===== src/rtl/clksel_pkg.sv =====
// Shared types and helpers for the clock-select sequencer: state encoding,
// default slow-window bounds and the host-bus address decode.
package clksel_pkg;

  typedef enum logic [1:0] {
    FAST    = 2'd0,
    TO_SLOW = 2'd1,
    SLOW    = 2'd2,
    TO_FAST = 2'd3
  } state_e;

  localparam logic [15:0] SLOW_LO_DEF = 16'hFC00;
  localparam logic [15:0] SLOW_HI_DEF = 16'hFEFF;

  // Bank 0 IO window or an externally forced slow access.
  function automatic logic slow_decode(input logic [23:0] addr, input logic force_slow,
                                       input logic [15:0] lo, input logic [15:0] hi);
    return force_slow | ((addr[23:16] == 8'h00) && (addr[15:0] >= lo) && (addr[15:0] <= hi));
  endfunction

endpackage


===== src/rtl/clksel_seq_sync2.sv =====
// Two-flop bit synchronizer, async active-high reset to 0.
module sync2 (
  input  logic clk,
  input  logic rst,
  input  logic d,
  output logic q
);

  logic meta;

  always_ff @(posedge clk or posedge rst) begin
    if (rst) begin
      meta <= 1'b0;
      q    <= 1'b0;
    end else begin
      meta <= d;
      q    <= meta;
    end
  end

endmodule


===== src/rtl/clksel_seq.sv =====
// Clock-select sequencer: decodes CPU accesses, handshakes hsclk_sel with the
// clock controller and stalls the CPU while a switch is in flight.
// Optional hysteresis counter enabled by `define CLKSEL_HYSTERESIS_EN.
module clksel_seq import clksel_pkg::*; #(
  parameter logic [15:0] SLOW_LO = SLOW_LO_DEF,
  parameter logic [15:0] SLOW_HI = SLOW_HI_DEF,
`ifdef CLKSEL_HYSTERESIS_EN
  parameter int HOLD_CYCLES = 8,
  parameter int CNT_W       = 4,
`endif
  parameter int TIMEOUT     = 255,
  parameter int TO_W        = 8
) (
  input  logic        hsclk_in,
  input  logic        rst,
  input  logic        cpu_strobe,
  input  logic [23:0] cpu_addr,
  input  logic        force_slow,
  input  logic        hsclk_selected,
  input  logic        lsclk_selected,
  output logic        hsclk_sel,
  output logic        cpu_rdy,
  output logic        in_slow,
  output logic        sw_err
);

  localparam logic [TO_W-1:0] TO_MAX = TO_W'(TIMEOUT);

  state_e          state, state_nx;
  logic [TO_W-1:0] to_cnt, to_cnt_nx;
  logic            err_nx;
  logic            hs_ack, ls_ack;
  logic            slow_acc, slow_stb, fast_stb, hold_done;

  sync2 u_sync_hs (.clk(hsclk_in), .rst(rst), .d(hsclk_selected), .q(hs_ack));
  sync2 u_sync_ls (.clk(hsclk_in), .rst(rst), .d(lsclk_selected), .q(ls_ack));

  assign slow_acc = slow_decode(cpu_addr, force_slow, SLOW_LO, SLOW_HI);
  assign slow_stb = cpu_strobe & slow_acc;
  assign fast_stb = cpu_strobe & ~slow_acc;

`ifdef CLKSEL_HYSTERESIS_EN
  localparam logic [CNT_W-1:0] HOLD = CNT_W'(HOLD_CYCLES);
  logic [CNT_W-1:0] hold_cnt;

  assign hold_done = (hold_cnt == '0);

  // Held at HOLD outside SLOW so every entry to SLOW starts a fresh window.
  always_ff @(posedge hsclk_in or posedge rst) begin
    if (rst)                            hold_cnt <= HOLD;
    else if (state != SLOW || slow_stb) hold_cnt <= HOLD;
    else if (fast_stb && !hold_done)    hold_cnt <= hold_cnt - 1'b1;
  end
`else
  assign hold_done = 1'b1;
`endif

  always_ff @(posedge hsclk_in or posedge rst) begin
    if (rst) begin
      state  <= SLOW;
      to_cnt <= '0;
      sw_err <= 1'b0;
    end else begin
      state  <= state_nx;
      to_cnt <= to_cnt_nx;
      sw_err <= err_nx;
    end
  end

  // Timeout forces the pending target so a silent controller cannot hang the CPU.
  always_comb begin
    state_nx  = state;
    to_cnt_nx = to_cnt;
    err_nx    = sw_err;
    unique case (state)
      FAST: if (slow_stb) begin
        state_nx  = TO_SLOW;
        to_cnt_nx = '0;
      end
      TO_SLOW: begin
        if (ls_ack && !hs_ack) state_nx = SLOW;
        else if (to_cnt == TO_MAX) begin
          state_nx = SLOW;
          err_nx   = 1'b1;
        end else to_cnt_nx = to_cnt + 1'b1;
      end
      SLOW: if (fast_stb && hold_done) begin
        state_nx  = TO_FAST;
        to_cnt_nx = '0;
      end
      TO_FAST: begin
        if (hs_ack && !ls_ack) state_nx = FAST;
        else if (to_cnt == TO_MAX) begin
          state_nx = FAST;
          err_nx   = 1'b1;
        end else to_cnt_nx = to_cnt + 1'b1;
      end
    endcase
  end

  assign hsclk_sel = (state == FAST) || (state == TO_FAST);
  assign in_slow   = (state != FAST);
  // A slow access seen in FAST must not complete at fast speed.
  assign cpu_rdy   = !((state == TO_SLOW) || (state == TO_FAST)) && !((state == FAST) && slow_stb);

endmodule

===== config.mk =====
export PLATFORM = sky130hd
export DESIGN_NAME = clksel_seq
export DESIGN_NICKNAME = d
export VERILOG_FILES = /design/src/rtl/clksel_pkg.sv /design/src/rtl/clksel_seq_sync2.sv /design/src/rtl/clksel_seq.sv
export SDC_FILE = /design/constraint.sdc
export NUM_CORES = 1
export LEC_CHECK = 0
export CORE_MARGIN = 4
export CORE_UTILIZATION = 39
export CTS_BUF_LIST = sky130_fd_sc_hd__clkbuf_4 sky130_fd_sc_hd__clkbuf_8 sky130_fd_sc_hd__clkbuf_16
export CTS_CLUSTER_SIZE = 20
export DETAILED_ROUTE_END_ITERATION = 7
export PLACE_DENSITY = 0.74
export SETUP_SLACK_MARGIN = 0.4
export SYNTH_ARGS = -nofsm -noshare
export SYNTH_HDL_FRONTEND = slang
export SYNTH_HIERARCHICAL = 1
export SYNTH_SLANG_ARGS = --single-unit

===== constraint.sdc =====
create_clock -name hsclk_in -period 1.94 [get_ports hsclk_in]
set_clock_uncertainty 0.1 [all_clocks]
set_input_delay 0.194 -clock hsclk_in [delete_from_list [all_inputs] [get_ports hsclk_in]]
set_output_delay 0.194 -clock hsclk_in [all_outputs]
set_load 0.05 [all_outputs]

==> results of run 1 <==
## critical path: cells and delay by family, from the launching register on
family / cells / cell delay [ns]
DFF: 1 / 0.39
buffers and inverters: 2 / 0.31
and+or+nand+nor: 1 / 0.29
adders and majority gates: 1 / 0.22
AOI/OAI and AO/OA: 1 / 0.18
## synthesized netlist by cell type
library cell / count
a31oi_1: 1
or2_2: 2
o21ai_0: 4
inv_1: 8
nand4_1: 1
and4_4: 1
nand2b_1: 3
a41o_1: 2
nand2_1: 3
clkbuf_1: 1
o221ai_1: 1
nor2b_1: 1
nand3_1: 4
and3_1: 1
a21oi_1: 3
nor3_1: 3
a221o_1: 3
a22oi_1: 1
a211oi_1: 1
nand3b_1: 2
a22o_1: 7
mux2i_1: 5
dfstp_2: 1
dfrtp_1: 14
ha_1: 5
nor4_1: 1
mux2_4: 1
a211oi_4: 1
o211ai_1: 3
nor2_1: 7
nor4bb_1: 1
buf_1: 1
## kinds of logic after synthesis
kind of cell	after synthesis	synth area share, %
mux	6	7.03
fa+ha+maj	5	6.76
buf+inv	10	4.05
compound gates	27	23.6
flops	15	40.7
simple gates	30	17.8
## state kept, by name, summed over array words and instances, names as in the netlist
register,count
to_cnt,8
u_sync_hs/meta,1
state,2
sw_err,1
u_sync_hs/q,1
u_sync_ls/meta,1
u_sync_ls/q,1
## power groups by stage
stage | logic (mW) | registers [mW] | clock network, mW
final | 1.81 | 0.429 | 0.186
after global routing | 1.94 | 0.436 | 0.199
after CTS | 1.70 | 0.414 | 0.188
after detailed placement | 1.39 | 0.418 | 0
after global placement | 1.35 | 0.415 | 0
after floorplan | 0.862 | 0.412 | 0
## metrics by stage
step / setup slack, ns / cells
floorplan: -0.134 / 93
global placement: -0.294 / 157
detailed placement: -0.355 / 157
CTS: -0.0174 / 170
global route: -0.0831 / 172
finish: -0.0199 / 172
## per-layer routing
layer,vias to the layer above,part of all wire (%)
met3,8,4.1
met1,478,41
met5,-,0
met4,0,1.1
met2,35,54
li1,455,-
## what timing repair did
item                                   4_1_cts  5_1_grt
setup endpoints to repair                   15       14
hold buffers                                 0        0
buffers inserted                             9        2
gates resized for setup                     24        3
pin swaps                                   14        6
endpoints found under the hold margin        0        0
## final timing paths
path | cells past startpoint | to | slack, ns | start
min reg2reg | 0 | u_sync_ls/q | 0.26 | u_sync_ls/meta
max | 5 | cpu_rdy | -0.02 | state[1]
min | 2 | u_sync_ls/q | 0.03 | rst
min in group hsclk_in | 0 | u_sync_ls/q | 0.26 | u_sync_ls/meta
max in group asynchronous | 2 | state[1] | 1.21 | rst
max reg2reg | 7 | to_cnt[6] | 0 | state[1]
## area by class of cell
class	instances	area [µm²]	area share, %
tap	28	35.0	2.29
clock buffer	4	30.0	1.96
sequential	15	377	24.6
timing repair buffer	49	455	29.7
multi-input combinational	68	596	38.9
inverter	8	38.8	2.53
==> impl_metrics.json, run 1 <==
{
  "status": "complete, but fails checks",
  "violations": "negative setup slack",
  "grt.met2_usage_pct": 32.7,
  "arrival_ns": 1.67,
  "h-tree-depth": 1,
  "layout_common_cells": "buf_4, clkdlybuf4s50_1, dfrtp_1, nor2_1, dlygate4sd2_1",
  "yosys_warnings": 6,
  "vias": 976,
  "clk_path_buf_depth": 2,
  "endpoint_kind": "output pin",
  "slew_viol_final": 0,
  "cts_sinks": 15,
  "switching_share_pct": 42.0,
  "cp_slowest_cell": "dfstp_2",
  "avgViaCountPerCell": 5.67,
  "synth_fp_nets": 128,
  "clock_latency_ns": 0.28,
  "place_congestion": 0.899,
  "switching_power_mw": 1.02,
  "netlist_top_cells_area": "dfrtp_1, ha_1, a22o_1, mux2i_1, a221o_1",
  "hold_violations": 0,
  "pin_count": 34,
  "clock_power_share_pct": 7.7,
  "hold_class": "primary input to async pin",
  "drtIter0Drc": 48,
  "met3_usage_pct": 4.37,
  "ys_seq_elements": 15,
  "drt-pass1-iter-count": 4,
  "core-area_um2": 2230,
  "totalWireLength_mm": 2.95,
  "n_fill_cell": 168,
  "top_usage_layer": "met2",
  "cts_tree": "yes",
  "synth_largest_area_cell": "dfrtp_1",
  "antenna_found_initial": 0,
  "layout.nets": 180,
  "finalSetupTns_ns": -0.0249,
  "layout_worst_path_cycle_share_pct": 101,
  "grt_overflow": 0,
  "finalPower_mw": 2.42,
  "ir_worst_vdd_mv": 1.57,
  "die_x_um": 56.7,
  "slew_headroom_pct": 67.5,
  "cts_root_buf": "clkbuf_4",
  "final_common_cell": "buf_4",
  "worstPathRequired_ns": 1.65,
  "wire_per_inst_um": 17.1,
  "drv_cap": 0,
  "grt_util_all_layers_pct": 17.3,
  "die_area_um2": 3220,
  "utilization_pct": 68.6,
  "combPwrFrac_pct": 74.6,
  "syn_area_per_cell_um2": 9.96,
  "start_kind": "register",
  "fin_hold_ws_ns": 0.0326,
  "synth.distinct_cells": 32,
  "grt_use_met1_pct": 19.9,
  "start_util_pct": 41.5,
  "power.density_nw_per_um2": 1580,
  "grt_pass1_vias": 946,
  "fin_crit_ns": 1.96,
  "power_frac_seq_pct": 17.7,
  "leakage_nw": 0.697,
  "antenna_cells": 0,
  "fmax_ghz": 0.510,
  "numCtsBuffers": 3,
  "crit_type": "register to output pin",
  "worst_slack_ns": -0.0199,
  "cell_internal_pwr_mw": 1.41,
  "ant_nets": 0,
  "grt_max_degree": 12,
  "fp-row-count": 17,
  "ys_seq_area_share_pct": 40.7,
  "slowest_delay_ns": 0.39,
  "grt_setup_unrepaired": "true",
  "grt_pass1_wl_mm": 4.42,
  "crit_chain": "buf_4 -> ha_2 -> or2_4 -> a31oi_4 -> buf_12",
  "final_area_um2": 1530,
  "drive_gt1_share_pct": 37.5,
  "postPlaceCellArea_um2": 1360,
  "setup_viol": 2,
  "syn_inst": 93,
  "cp_max_fo": 7,
  "drcViolationCount": 0,
  "yosys.area.top_type_share_pct": 37.8,
  "portBuffers": 25,
  "clk_pin_slew_ns": 0.08,
  "place_hpwl_mm": 1.94,
  "tightest_slew_ns": 0.489,
  "die_h_um": 56.7,
  "syn_area_um2": 926,
  "area_growth_pct": 65.4
}
No activity file was read; power rests on OpenSTA's default activity.
==> inputs of run 2 (changes only) <==
--- a/config.mk
+++ b/config.mk
@@ -10,6 +10,7 @@
 export CTS_BUF_LIST = sky130_fd_sc_hd__clkbuf_4 sky130_fd_sc_hd__clkbuf_8 sky130_fd_sc_hd__clkbuf_16
 export CTS_CLUSTER_SIZE = 20
 export DETAILED_ROUTE_END_ITERATION = 7
+export HOLD_SLACK_MARGIN = 0.05
 export PLACE_DENSITY = 0.74
 export SETUP_SLACK_MARGIN = 0.4
 export SYNTH_ARGS = -nofsm -noshare
==> impl_metrics.json, run 2 (synthesis gave the netlist of run 1 again) <==
{
  "status": "complete, but fails checks",
  "violations": "negative setup slack",
  "layout_worst_path_cycle_share_pct": 100,
  "worstPathRequired_ns": 2.02,
  "antenna_found_initial": 0,
  "grt_setup_unrepaired": "true",
  "layout_common_cells": "buf_4, clkdlybuf4s50_1, dfrtp_1, nor2_1, dlygate4sd2_1",
  "fin_cells": 173,
  "r2r_start": "state[1]",
  "die_h_um": 56.7,
  "layout.nets": 181,
  "regMostFlops": "to_cnt",
  "leakage_nw": 0.704,
  "crit_type": "register to register",
  "arrival_ns": 2.03,
  "power.density_nw_per_um2": 1560,
  "core-area_um2": 2230,
  "vias": 934,
  "cp_max_fo": 6,
  "slowest_delay_ns": 0.57,
  "reg2reg_slack_ns": -0.009,
  "clk_path_buf_depth": 2,
  "start_kind": "register",
  "worstHoldEndpoint": "u_sync_ls/q",
  "cts_tree": "yes",
  "power_frac_seq_pct": 17.6,
  "pin_count": 34,
  "clock_latency_ns": 0.28,
  "crit_family": "flip-flops",
  "slew_headroom_pct": 67.0,
  "grt_pass1_wl_mm": 4.71,
  "endpoint_kind": "register",
  "die_area_um2": 3220,
  "dp.cells": 157,
  "hold_class": "register to register",
  "whs_path_depth": 0,
  "fmax_ghz": 0.513,
  "totalWireLength_mm": 2.71,
  "switching_power_mw": 1.00,
  "top_regs": "to_cnt: 8 flops, state: 2 flops",
  "slew_viol_final": 0,
  "fin_hold_ws_ns": 0.259,
  "final_common_cell": "buf_4",
  "switching_share_pct": 41.5,
  "grt_max_degree": 12,
  "drcViolationCount": 0,
  "die_x_um": 56.7,
  "fp-row-count": 17,
  "clk_pin_slew_ns": 0.09,
  "utilization_pct": 69.1,
  "drtIter0Drc": 27,
  "h-tree-depth": 1,
  "reg2reg_depth": 7,
  "tightest_slew_ns": 0.498,
  "largest_reg_flops": 8,
  "antenna_cells": 0,
  "grt_pass1_vias": 996,
  "grt_util_all_layers_pct": 18.5,
  "n_fill_cell": 167,
  "cp_num_buf_inv": 2,
  "crit_chain": "inv_4 -> ha_4 -> clkinvlp_4 -> nand2_2 -> mux2_4 -> a221o_1 -> a22o_1",
  "r2r-end": "to_cnt[6]",
  "portBuffers": 25,
  "cts_sinks": 15,
  "place_congestion": 0.899,
  "cp.depth": 7,
  "grt_overflow": 0,
  "clock_power_share_pct": 7.7,
  "area_growth_pct": 66.6,
  "finalPower_mw": 2.41,
  "drt-pass1-iter-count": 4,
  "place_hpwl_mm": 1.94,
  "cp_slowest_cell": "dfstp_2",
  "finalSetupTns_ns": -0.0166,
  "cts_root_buf": "clkbuf_4",
  "wire_per_inst_um": 15.7,
  "ir_worst_vdd_mv": 1.50,
  "drive_gt1_share_pct": 36.6,
  "start_util_pct": 41.5,
  "setup_viol": 3,
  "ant_nets": 0,
  "combPwrFrac_pct": 74.7,
  "drv_cap": 0,
  "fin_crit_ns": 1.95,
  "hold_violations": 0,
  "min_from": "u_sync_ls/meta",
  "avgViaCountPerCell": 5.40,
  "worst_slack_ns": -0.00915,
  "numCtsBuffers": 3,
  "cell_internal_pwr_mw": 1.41
}
==> run 2: power groups by stage <==
| stage | sequential [mW] | combinational, mW | clock, mW |
|---|---|---|---|
| 5_1_grt | 0.432 | 1.94 | 0.201 |
| 2_1_floorplan | 0.412 | 0.862 | 0 |
| 3_5_place_dp | 0.418 | 1.39 | 0 |
| 6_report | 0.425 | 1.80 | 0.187 |
| 3_3_place_gp | 0.415 | 1.35 | 0 |
| 4_1_cts | 0.414 | 1.70 | 0.188 |
==> run 2: how the worst max path moves through the flow <==
stage,startpoint,to,slack (ns)
floorplan,state[1],to_cnt[4],-0.13
global placement,cpu_addr[14],to_cnt[6],-0.29
detailed placement,cpu_addr[19],to_cnt[3],-0.36
CTS,state[1],to_cnt[3],-0.02
global route,state[1],to_cnt[6],-0.08
finish,state[1],to_cnt[6],-0.009
==> run 2: per-layer routing <==
metal | up-vias | share of wire (%) | GRT usage, %
met5 | - | 0 | 0
met4 | 0 | 0.37 | 1.69
met3 | 4 | 3.5 | 4.60
met2 | 20 | 55 | 34.8
met1 | 454 | 41 | 21.5
li1 | 456 | - | -
==> run 2: final cells by class <==
class	instances	area, µm²	share of cell area [%]
clock buffer	4	30.0	1.95
inverter	8	38.8	2.51
multi-input combinational	68	593	38.4
sequential	15	377	24.4
tap	28	35.0	2.27
timing repair buffer	50	469	30.4
==> run 2: per-stage QoR <==
stage | setup WS [ns] | area [µm²]
6_report | -0.00915 | 1540
5_1_grt | -0.0844 | 1540
4_1_cts | -0.0174 | 1520
3_5_place_dp | -0.355 | 1360
3_3_place_gp | -0.294 | 1360
2_1_floorplan | -0.134 | 961
==> run 2: repair_timing <==
action	CTS	global route
setup buffers	9	2
pin swaps	14	6
hold endpoints to repair	4	0
endpoints found under the setup margin	15	14
hold buffers	1	0
resized for setup	24	3
